[src/rtl/pwm_gen.sv]
// Counter/compare PWM generator with double-buffered period/duty and a load handshake.
// Optional center-aligned (up/down) counting is enabled by defining PWM_CENTER_ALIGNED_EN.
module pwm_gen #(
  parameter int unsigned WIDTH          = 8,
  parameter int unsigned DEFAULT_PERIOD = 255
) (
  input  logic             ck,
  input  logic             rst,
  input  logic             en,
  input  logic [WIDTH-1:0] period_in,
  input  logic [WIDTH-1:0] duty_in,
  input  logic             load,
  output logic             load_ack,
  output logic             pwm_d,
  output logic [WIDTH-1:0] cnt,
  output logic             period_end
);

  typedef enum logic {
    IDLE = 1'b0,
    RUN  = 1'b1
  } state_t;

  state_t           state;
  state_t           state_next;
  logic [WIDTH-1:0] period_act;
  logic [WIDTH-1:0] duty_act;
  logic [WIDTH-1:0] period_sh;
  logic [WIDTH-1:0] duty_sh;
  logic             pending;
  logic             apply;
  logic [WIDTH-1:0] wrap_cnt;
  logic [WIDTH-1:0] cnt_next;
`ifdef PWM_CENTER_ALIGNED_EN
  logic             dir;       // 0 = up, 1 = down
  logic             dir_next;
  logic             wrap_dir;
`endif

  // State register
  always_ff @(posedge ck) begin
    if (rst) state <= IDLE;
    else     state <= state_next;
  end

  // Next-state, counter successor, shadow-apply and terminal detection
  always_comb begin
    state_next = state;
    cnt_next   = cnt;
    wrap_cnt   = '0;
    apply      = 1'b0;
    period_end = 1'b0;
`ifdef PWM_CENTER_ALIGNED_EN
    dir_next = dir;
    wrap_dir = dir;
    if (!dir) begin
      if (cnt >= period_act) begin
        if (period_act > WIDTH'(1)) begin
          wrap_cnt = period_act - WIDTH'(1);
          wrap_dir = 1'b1;
        end
      end else begin
        wrap_cnt = cnt + WIDTH'(1);
      end
    end else if (cnt > WIDTH'(1)) begin
      wrap_cnt = cnt - WIDTH'(1);
    end else begin
      wrap_dir = 1'b0;
    end
`else
    wrap_cnt = (cnt >= period_act) ? '0 : cnt + WIDTH'(1);
`endif
    case (state)
      IDLE: begin
        cnt_next = '0;
        apply    = pending;
`ifdef PWM_CENTER_ALIGNED_EN
        dir_next = 1'b0;
`endif
        if (en) state_next = RUN;
      end
      RUN: begin
        period_end = (wrap_cnt == '0);
        apply      = pending && period_end;
        if (en) begin
          cnt_next = wrap_cnt;
`ifdef PWM_CENTER_ALIGNED_EN
          dir_next = wrap_dir;
`endif
        end else begin
          state_next = IDLE;
          cnt_next   = '0;
`ifdef PWM_CENTER_ALIGNED_EN
          dir_next   = 1'b0;
`endif
        end
      end
      default: state_next = IDLE;
    endcase
  end

  // Datapath: counter, active/shadow registers, compare and ack
  always_ff @(posedge ck) begin
    if (rst) begin
      cnt        <= '0;
      period_act <= WIDTH'(DEFAULT_PERIOD);
      duty_act   <= '0;
      period_sh  <= '0;
      duty_sh    <= '0;
      pending    <= 1'b0;
      pwm_d      <= 1'b0;
      load_ack   <= 1'b0;
`ifdef PWM_CENTER_ALIGNED_EN
      dir        <= 1'b0;
`endif
    end else begin
      cnt      <= cnt_next;
      load_ack <= load;
      pwm_d    <= (state == RUN) && en && (cnt < duty_act);
`ifdef PWM_CENTER_ALIGNED_EN
      dir      <= dir_next;
`endif
      if (apply) begin
        period_act <= period_sh;
        duty_act   <= duty_sh;
      end
      // A load coinciding with an apply keeps pending set for the next boundary
      if (load) begin
        period_sh <= period_in;
        duty_sh   <= duty_in;
        pending   <= 1'b1;
      end else if (apply) begin
        pending <= 1'b0;
      end
    end
  end

endmodule

[config.mk]
export PLATFORM = sky130hd
export DESIGN_NAME = pwm_gen
export DESIGN_NICKNAME = d
export VERILOG_FILES = /design/src/rtl/pwm_gen.sv
export SDC_FILE = /design/constraint.sdc
export NUM_CORES = 1
export LEC_CHECK = 0
export CELL_PAD_IN_SITES_DETAIL_PLACEMENT = 2
export CELL_PAD_IN_SITES_GLOBAL_PLACEMENT = 2
export CORE_ASPECT_RATIO = 1.75
export CORE_MARGIN = 3
export CORE_UTILIZATION = 36
export DETAILED_ROUTE_END_ITERATION = 6
export PLACE_DENSITY = 0.81
export SLEW_MARGIN = 20
export SYNTH_ARGS = -nofsm -noshare
export SYNTH_HDL_FRONTEND = slang
export SYNTH_SLANG_ARGS = --single-unit
[constraint.sdc]
create_clock -name ck -period 4 [get_ports ck]
set_clock_uncertainty 0.05 [all_clocks]
set_input_delay 0.8 -clock ck [delete_from_list [all_inputs] [get_ports ck]]
set_output_delay 0.8 -clock ck [all_outputs]
set_load 0.05 [all_outputs]
Word-level counts from Yosys, hierarchy flattened:

Index checks and enable logic that the tools add are counted.

* register bits after elaboration: 44
* bits in latches: 0
* memory bits (writable): 0
* ROM bits: 0
* output and inout bits: 11
* logic and storage cells: 26
* memories kept: 0

* $add $sub $neg: 1
* multiply operators: 0
* divide/modulo/power cells: 0
* $lt $le $gt $ge: 2
* equality and inequality tests: 0
* shift-type cells: 0
* multiplexer cells: 8
* bitwise logic cells: 1
* reduce and logical (&&, ||, !) cells: 5

Operators with widths (number)
* 8-bit two-way mux: 2
* 8-bit case mux with 2 select lines: 1
* 8-bit by 1-bit adder with 8-bit output (second input constant): 1
* 8-bit >= comparator: 1
* 8-bit zero test: 1
* 8-bit < comparator: 1
* 1-bit two-way mux: 4
* 1-bit logical AND: 3
* 1-bit case mux with 2 select lines: 1
* 2-bit nonzero test: 1
* 1-bit NOT: 1

Depth between registers and ports, before layout:

Gate-level depths: netlist of run 1.

* depth after elaboration: 7
* gate-level depth with buffers: 9
* mapped depth without buffers: 8

Least setup slack after synthesis of run 1:

OpenSTA, ideal clock, no wires.

* path kind: flip-flop to output port
* start: reg cnt[1]
* end: out period_end
* data arrival time: 2.866 ns
* slack: 0.284 ns
* cell stages (with the launch flop): 7
* path through: dfxtp_1 ha_1 nand3_1 mux2i_1 nor3_1 nand3_2 a21boi_0

* cells in the longest elaborated chain, start to end: 4
* elaborated cells between the ends (all ways): 5
* classes of those cells: add/sub: 1; order compare: 1; mux: 2; reduce/logical: 1

Ends and longest elaborated chain
* start: declaration: RTL line 15 `output logic [WIDTH-1:0] cnt,`
* start signal: assignment: RTL line 117 `cnt <= cnt_next;`
* 8-bit by 1-bit adder with 8-bit output / 8-bit >= comparator (equally long branches): RTL line 71 `wrap_cnt = (cnt >= period_act) ? '0 : cnt + WIDTH'(1);`
* 8-bit two-way mux (*): RTL line 71
* 8-bit zero test (*): RTL line 83 `period_end = (wrap_cnt == '0);`
* 1-bit two-way mux (*): RTL line 73 `case (state)`
* end: declaration: RTL line 16 `output logic period_end`

Mark *: on every way between the ends. The rest lies on a longest branch, timed or not.

Worst setup path in the final report of run 1:

* start: reg cnt[3]
* end: out period_end

The elaborated chain is that of the path after synthesis.

==> impl_metrics.json, run 1 <==
{
  "hold_violations": 0,
  "ys_top_cells_by_area": "dfxtp_1 (45%), ha_1 (10%), mux2i_1 (8.7%)",
  "period_minus_slack_ps": 3810,
  "viasPerCell": 5.44,
  "synth_flop_cell": "dfxtp_1",
  "drv_cap": 0,
  "synth_edf_count": 0,
  "dp_cells": 274,
  "dp_slack_ps": 615,
  "grt_pass1_vias": 1741,
  "worst_slack_ps": 194,
  "row_count": 34,
  "n_antenna_cell": 0,
  "required_ps": 3150,
  "grt_setup_unrepaired": "false",
  "ys_seq_elements": 44,
  "cts_tree": "done",
  "hold_class": "reg2reg",
  "critPathArrivalTime_ps": 2960,
  "detail_route.iter0.violations": 23,
  "drive_above_1_share_pct": 8.33,
  "die_area_um2": 6400,
  "clock.fmax_mhz": 263,
  "initial_utilization_pct": 38.4,
  "wirelength_um": 5470,
  "htreeDepth": 2,
  "overflow": 0,
  "antenna_found_initial": 0,
  "powerDensity_nw_per_um2": 372,
  "leakagePower_nw": 1.06,
  "remaining_drc_errors": 0,
  "die_h_um": 104,
  "worst_hold_slack_ps": 435,
  "yosysTopAreaCell": "dfxtp_1",
  "r2r_slack_ps": 1330,
  "yosysSeqAreaShare_pct": 45.0,
  "status": "finished clean",
  "clockBufferDepth": 2,
  "cts_buffers": 5,
  "r2r-start": "cnt[3]",
  "start_kind": "flop",
  "async_reset_ff_share_pct": 0,
  "clk_latency_ps": 290,
  "syn_to_final_growth_pct": 23.1,
  "cp-startpoint": "cnt[3]",
  "avgSynthCellArea_um2": 10.0,
  "ant_nets": 0,
  "nets": 263,
  "worstReg2RegEnd": "duty_act[3]",
  "grt_usage_pct": 18.3,
  "finalSetupTns_ps": 0,
  "port_buffers": 30,
  "syn_nets": 231,
  "clk_pin_slew_ps": 80,
  "grt_pass1_wl_um": 8790,
  "slew_headroom_pct": 32.2,
  "core-area_um2": 5100,
  "end_kind": "primary output",
  "num_vias": 1535,
  "cp_max_fo": 8,
  "crit_type": "reg2out",
  "cts_resized": 0,
  "tightest_slew_ps": 1010,
  "ios": 31,
  "finalCritPeriodShare_pct": 95.1,
  "drt-wirelength-per-cell_um": 19.4,
  "postSynthCellCount": 195,
  "crit_end": "period_end",
  "cts_sinks": 44,
  "peakVddDrop_uv": 164,
  "hold_buffers": 0,
  "slew_viol_final": 0,
  "yosysUniqueCellTypes": 34,
  "fin_cells": 282,
  "r2r_cells": 6,
  "gp_congestion": 0.809,
  "synth_warnings": 0,
  "post_cts_buffers": 0,
  "synth_area_um2": 1960,
  "setup_viol": 0,
  "dpl.hpwl_um": 4190,
  "die_w_um": 61.8,
  "synth.top_cell.area_share_pct": 45.0,
  "root_buffer": "clkbuf_8",
  "grt_start_max_net_pins": 19,
  "drt-pass1-iter-count": 3
}
[registers in the layout, summed over array words and instances, names as in the netlist]
register and cells:
cnt 8, duty_act 8, duty_sh 8, load_ack 1, pending 1, period_act 8
period_sh 8, pwm_d 1, state 1
[placed cells by master (no fill, tap or decap), types with 2 or more instances in the layout]
master           netlist  layout
a22o_1                 3       3
a21o_1                 6       6
a31oi_1                2       2
a22o_2                 6       6
clkbuf_8               0       5
clkdlybuf4s50_1        0      30
a2bb2oi_1              7       7
nor3_1                 3       3
mux2i_1               17      17
nand3_1                6       6
a41oi_1                2       2
ha_1                  16      16
o21ai_0                2       2
dfxtp_1               44      44
xor2_1                 2       2
inv_1                 19      19
nor2b_1                2       2
nand2_1                5       5
xnor2_1                5       5
nor4_1                 2       2
nor2_1                28      28
[metal layers]
metal / GRT usage [%] / up-vias / share of wire (%)
met2: 34.6 / 28 / 58
li1: - / 746 / -
met3: 2.74 / 8 / 2.0
met1: 19.5 / 753 / 38
met4: 5.16 / 0 / 1.6
met5: 0 / - / 0
[synth_stat cells (3+ instances only)]
| master | count |
|---|---|
| ha_1 | 16 |
| buf_1 | 3 |
| a21o_1 | 6 |
| mux2i_1 | 17 |
| xnor2_1 | 5 |
| a22o_2 | 6 |
| nor2_1 | 28 |
| inv_1 | 19 |
| nand3_1 | 6 |
| nor3_1 | 3 |
| dfxtp_1 | 44 |
| nand2_1 | 5 |
| a22o_1 | 3 |
| a2bb2oi_1 | 7 |
[worst min path at each step]
stage,startpoint,to,slack (ps),depth (start not counted)
6_report,duty_act[4],duty_act[4],430,1
5_1_grt,period_sh[4],period_act[4],460,1
4_1_cts,duty_act[4],duty_act[4],440,1
3_5_place_dp,period_act[6],period_act[6],420,2
3_3_place_gp,period_act[5],period_act[5],400,2
2_1_floorplan,period_act[1],period_act[1],380,2
[cell families (layout without fill, tap and decap cells)]
| family | Yosys count | after routing | synth area share, % |
|---|---|---|---|
| AO/OA/AOI/OAI | 36 | 36 | 16.1 |
| buffers and inverters | 25 | 58 | 5.18 |
| adder cells (fa/ha/maj) | 16 | 16 | 10.2 |
| AND/OR/NAND/NOR | 50 | 50 | 11.7 |
| multiplexers | 17 | 17 | 8.69 |
| XOR/XNOR | 7 | 7 | 3.13 |
| flip-flops | 44 | 44 | 45.0 |
[metrics by stage]
| stage | total power [mW] | cell area (um2) | util [%] |
|---|---|---|---|
| global placement | 0.564 | 2300 | 45.1 |
| global route | 0.937 | 2410 | 47.2 |
| floorplan | 0.532 | 1960 | - |
| finish | 0.898 | 2410 | 47.2 |
| detailed placement | 0.574 | 2300 | 45.1 |
| CTS | 0.909 | 2410 | 47.2 |
[report_power, final]
part	internal [mW]	switching, mW
sequential	0.458	0.0119
clock	0.185	0.150
combinational	0.0471	0.0455
[area by class of cell]
type                    count  area (um2)
flip-flops and latches     44         881
clock buffers               6        72.6
well taps                  54        67.6
repair buffers             31         308
multi-input cells         126         976
inverters                  19        71.3
clock inverters             2        35.0
fillers                   552        2690
[critical path: stages, from the launching register on]
cell,delay (ps)
dfxtp_1,540
ha_1,300
o21ai_0,270
o21bai_1,140
a221oi_2,500
a21boi_0,170
clkdlybuf4s50_1,740
(Power assumes the default switching activity.)
==> inputs of run 2 (changes only) <==
--- a/config.mk
+++ b/config.mk
@@ -8,7 +8,6 @@
 export CELL_PAD_IN_SITES_DETAIL_PLACEMENT = 2
 export CELL_PAD_IN_SITES_GLOBAL_PLACEMENT = 2
 export CORE_ASPECT_RATIO = 1.75
-export CORE_MARGIN = 3
 export CORE_UTILIZATION = 36
 export DETAILED_ROUTE_END_ITERATION = 6
 export PLACE_DENSITY = 0.81
==> run 2 against run 1 <==
Net effect: the run now ends with DRC left; count of clock-buffer cells in the layout is the same; first-iteration DRC count grew 100%; die area shrank 10%; maximum frequency grew 1.0%; worst setup slack gained 38 ps; design area shrank 0.42%; clock power shrank 12%; critical endpoint unchanged.
==> impl_metrics.json, run 2 (synthesis gave the netlist of run 1 again) <==
{
  "initial_utilization_pct": 37.3,
  "root_buffer": "clkbuf_8",
  "critPathTopFamily": "compound AO/OA/AOI/OAI gates",
  "nets": 263,
  "layout_commonest_cell": "dfxtp_1",
  "slew_headroom_pct": 32.6,
  "cp_num_buf_inv": 1,
  "status": "finished, violations left",
  "antenna_found_initial": 0,
  "critPathArrivalTime_ps": 2920,
  "post_cts_buffers": 0,
  "finalSetupTns_ps": 0,
  "core-area_um2": 5260,
  "n_antenna_cell": 0,
  "powerDensity_nw_per_um2": 356,
  "final_core_util_pct": 45.7,
  "seqPwrFrac_pct": 55.1,
  "gp_congestion": 0.829,
  "ios": 31,
  "clk_pin_slew_ps": 80,
  "drt-pass1-iter-count": 6,
  "violations": "DRC",
  "grt_pass1_vias": 1754,
  "drt-wirelength-per-cell_um": 17.7,
  "hold_class": "reg2reg",
  "grt_pass1_wl_um": 8400,
  "stdcell_area_um2": 2400,
  "p_sw_mw": 0.208,
  "leakagePower_nw": 1.06,
  "power.share.combinational_pct": 10.5,
  "clock.fmax_mhz": 265,
  "crit_type": "reg2out",
  "peakVddDrop_uv": 237,
  "placed_cell_area_um2": 2300,
  "die_area_um2": 5750,
  "finalCritPeriodShare_pct": 94.2,
  "dpl.hpwl_um": 3950,
  "cts_resized": 0,
  "end_kind": "primary output",
  "slew_viol_final": 0,
  "detail_route.iter0.violations": 46,
  "viasPerCell": 5.40,
  "worst_hold_slack_ps": 415,
  "period_minus_slack_ps": 3770,
  "drv_cap": 0,
  "swShare_pct": 24.3,
  "ant_nets": 0,
  "hold_violations": 0,
  "path_cells": "ha_1 > o21ai_0 > o21bai_1 > a221oi_2 > a21boi_0 > clkdlybuf4s50_1",
  "remaining_drc_errors": 4,
  "tightest_slew_ps": 1010,
  "start_kind": "flop",
  "cp_max_fo": 8,
  "grt_setup_unrepaired": "false",
  "dp_cells": 275,
  "final_cell_mix": "dfxtp_1 (44), clkdlybuf4s50_1 (30), nor2_1 (28)",
  "overflow": 0,
  "cts_tree": "done",
  "grt_usage_pct": 19.5,
  "grt_start_max_net_pins": 19,
  "required_ps": 3150,
  "power_mw": 0.854,
  "dp_slack_ps": 541,
  "cp_slowest_cell": "clkdlybuf4s50_1",
  "hold_buffers": 0,
  "max_stage_delay_ps": 750,
  "clockBufferDepth": 2,
  "port_buffers": 30,
  "p_int_mw": 0.646,
  "die_h_um": 99.6,
  "clk_latency_ps": 300,
  "fin_cells": 283,
  "cts_sinks": 44,
  "clkPwrFrac_pct": 34.4,
  "row_count": 35,
  "htreeDepth": 2,
  "die_w_um": 57.8,
  "wirelength_um": 5010,
  "worst_slack_ps": 232,
  "drive_above_1_share_pct": 8.77,
  "cts_buffers": 5,
  "setup_viol": 0,
  "num_vias": 1527,
  "syn_to_final_growth_pct": 22.6
}
run 2: final timing paths:
check / slack [ps] / start / end / depth (start not counted)
setup / recovery: 230 / cnt[3] / period_end / 6
hold / removal: 420 / period_act[6] / period_act[6] / 2
setup reg to reg: 1450 / cnt[3] / duty_act[4] / 6
hold reg to reg: 420 / period_act[6] / period_act[6] / 2
run 2: cell type report:
type | instances | area, um2
Timing Repair Buffer | 31 | 308
Inverter | 19 | 71.3
Clock buffer | 6 | 82.6
Multi-Input combinational cell | 126 | 976
Sequential cell | 44 | 881
Tap cell | 55 | 68.8
Clock inverter | 2 | 13.8
Fill cell | 565 | 2850
run 2: power by group through the flow:
stage / combinational, mW / sequential, mW / clock (mW)
CTS: 0.0917 / 0.471 / 0.303
finish: 0.0899 / 0.470 / 0.294
detailed placement: 0.0907 / 0.481 / 0
floorplan: 0.0535 / 0.479 / 0
global route: 0.0997 / 0.473 / 0.318
global placement: 0.0842 / 0.478 / 0
run 2: worst min-delay path: stages, from the launching register on:
cell and delay [ps]:
dfxtp_1 310, inv_1 60, a2bb2oi_1 50
run 2: metal layers:
| layer | part of all wire (%) | vias to the layer above | GRT usage, % |
|---|---|---|---|
| met1 | 37 | 742 | 18.3 |
| met4 | 2.2 | 0 | 7.69 |
| met3 | 2.6 | 10 | 3.51 |
| met2 | 58 | 31 | 39.4 |
| met5 | 0 | - | 0 |
| li1 | - | 744 | - |
==> inputs of run 3 (changes only) <==
--- a/config.mk
+++ b/config.mk
@@ -11,6 +11,7 @@
 export CORE_UTILIZATION = 36
 export DETAILED_ROUTE_END_ITERATION = 6
 export PLACE_DENSITY = 0.81
+export RECOVER_POWER = 25
 export SLEW_MARGIN = 20
 export SYNTH_ARGS = -nofsm -noshare
 export SYNTH_HDL_FRONTEND = slang
==> run 3 against run 2 <==
Net effect: the run still ends with DRC left; maximum frequency did not move; worst hold slack did not move; worst setup slack did not move; clock power barely moved; die area did not move; sequential cell count did not move; power barely moved; critical path type unchanged; largest cell class unchanged; largest power group unchanged.
==> impl_metrics.json, run 3 (synthesis gave the netlist of run 1 again) <==
{
  "setup_viol": 0,
  "crit_type": "reg2out",
  "nets": 263,
  "drt-pass1-iter-count": 6,
  "clockBufferDepth": 2,
  "cts_sinks": 44,
  "wirelength_um": 5010,
  "placed_cell_area_um2": 2300,
  "slew_viol_final": 0,
  "violations": "DRC",
  "remaining_drc_errors": 4,
  "end_kind": "primary output",
  "htreeDepth": 2,
  "viasPerCell": 5.40,
  "syn_to_final_growth_pct": 22.6,
  "drt-wirelength-per-cell_um": 17.7,
  "initial_utilization_pct": 37.3,
  "core-area_um2": 5260,
  "dpl.hpwl_um": 3950,
  "grt_start_max_net_pins": 19,
  "antenna_found_initial": 0,
  "slew_headroom_pct": 32.0,
  "finalCritPeriodShare_pct": 94.2,
  "leakagePower_nw": 1.06,
  "cts_buffers": 5,
  "ant_nets": 0,
  "drv_cap": 0,
  "root_buffer": "clkbuf_8",
  "critPathArrivalTime_ps": 2920,
  "grt_usage_pct": 19.5,
  "layout_commonest_cell": "dfxtp_1",
  "required_ps": 3150,
  "grt_setup_unrepaired": "false",
  "hold_buffers": 0,
  "start_kind": "flop",
  "tightest_slew_ps": 1020,
  "clk_pin_slew_ps": 80,
  "hold_violations": 0,
  "clock.fmax_mhz": 265,
  "post_cts_buffers": 0,
  "port_buffers": 30,
  "die_area_um2": 5750,
  "cts_resized": 0,
  "cp_max_fo": 8,
  "drive_above_1_share_pct": 8.77,
  "stdcell_area_um2": 2400,
  "finalSetupTns_ps": 0,
  "period_minus_slack_ps": 3770,
  "grt_pass1_wl_um": 8400,
  "cts_tree": "done",
  "overflow": 0,
  "detail_route.iter0.violations": 46,
  "die_h_um": 99.6,
  "gp_congestion": 0.829,
  "n_antenna_cell": 0,
  "clk_latency_ps": 300,
  "hold_class": "reg2reg",
  "powerDensity_nw_per_um2": 355,
  "row_count": 35,
  "status": "finished, violations left",
  "peakVddDrop_uv": 237,
  "num_vias": 1527,
  "die_w_um": 57.8,
  "final_cell_mix": "dfxtp_1 (44), nor2_1 (28), clkdlybuf4s50_1 (28)",
  "ios": 31,
  "grt_pass1_vias": 1754
}
==> run 3: cell types whose count changed in the layout (fill, tap and decap cells not counted), sizes merged <==
cell	delta
dlygate4sd3	+2
clkdlybuf4s50	-2
==> run 3: stage by stage <==
stage	total power [mW]	utilization (%)	setup slack [ps]	hold slack, ps	instances
after global placement	0.562	43.9	682	404	275
after floorplan	0.532	-	284	384	195
final	0.854	45.7	232	415	283
after CTS	0.865	45.7	209	420	283
after global routing	0.890	45.7	12.8	441	283
after detailed placement	0.571	43.9	541	407	275
==> run 3: cell type report <==
cell class	instances	area, um2
Fill cell	565	2850
Inverter	19	71.3
Clock buffer	6	82.6
Tap cell	55	68.8
Clock inverter	2	13.8
Sequential cell	44	881
Timing Repair Buffer	31	308
Multi-Input combinational cell	126	976
==> run 3: metal layers <==
layer	part of all wire, %	track usage (%)	up-vias	routed length [um]
met1	37	18.3	742	1840
met2	58	39.4	31	2930
li1	-	-	744	-
met5	0	0	-	0
met3	2.6	3.51	10	131
met4	2.2	7.69	0	112
==> run 3: worst paths after layout <==
kind / start / slack, ps / cells after the start / end
max: cnt[3] / 230 / 6 / period_end
min: period_act[6] / 420 / 2 / period_act[6]
max reg2reg: cnt[3] / 1450 / 6 / duty_act[4]
min reg2reg: period_act[6] / 420 / 2 / period_act[6]
==> run 3: report_power, final <==
| part | total (mW) | switching (mW) | internal, mW |
|---|---|---|---|
| combinational | 0.0894 | 0.0431 | 0.0463 |
| sequential | 0.470 | 0.0121 | 0.458 |
| clock | 0.294 | 0.153 | 0.141 |
| total | 0.854 | 0.208 | 0.646 |
==> run 3: worst max-delay path, stage by stage (launching register included) <==
cell	delay, ps
dfxtp_1	550
ha_1	310
o21ai_0	180
o21bai_1	100
a221oi_2	540
a21boi_0	200
clkdlybuf4s50_1	750
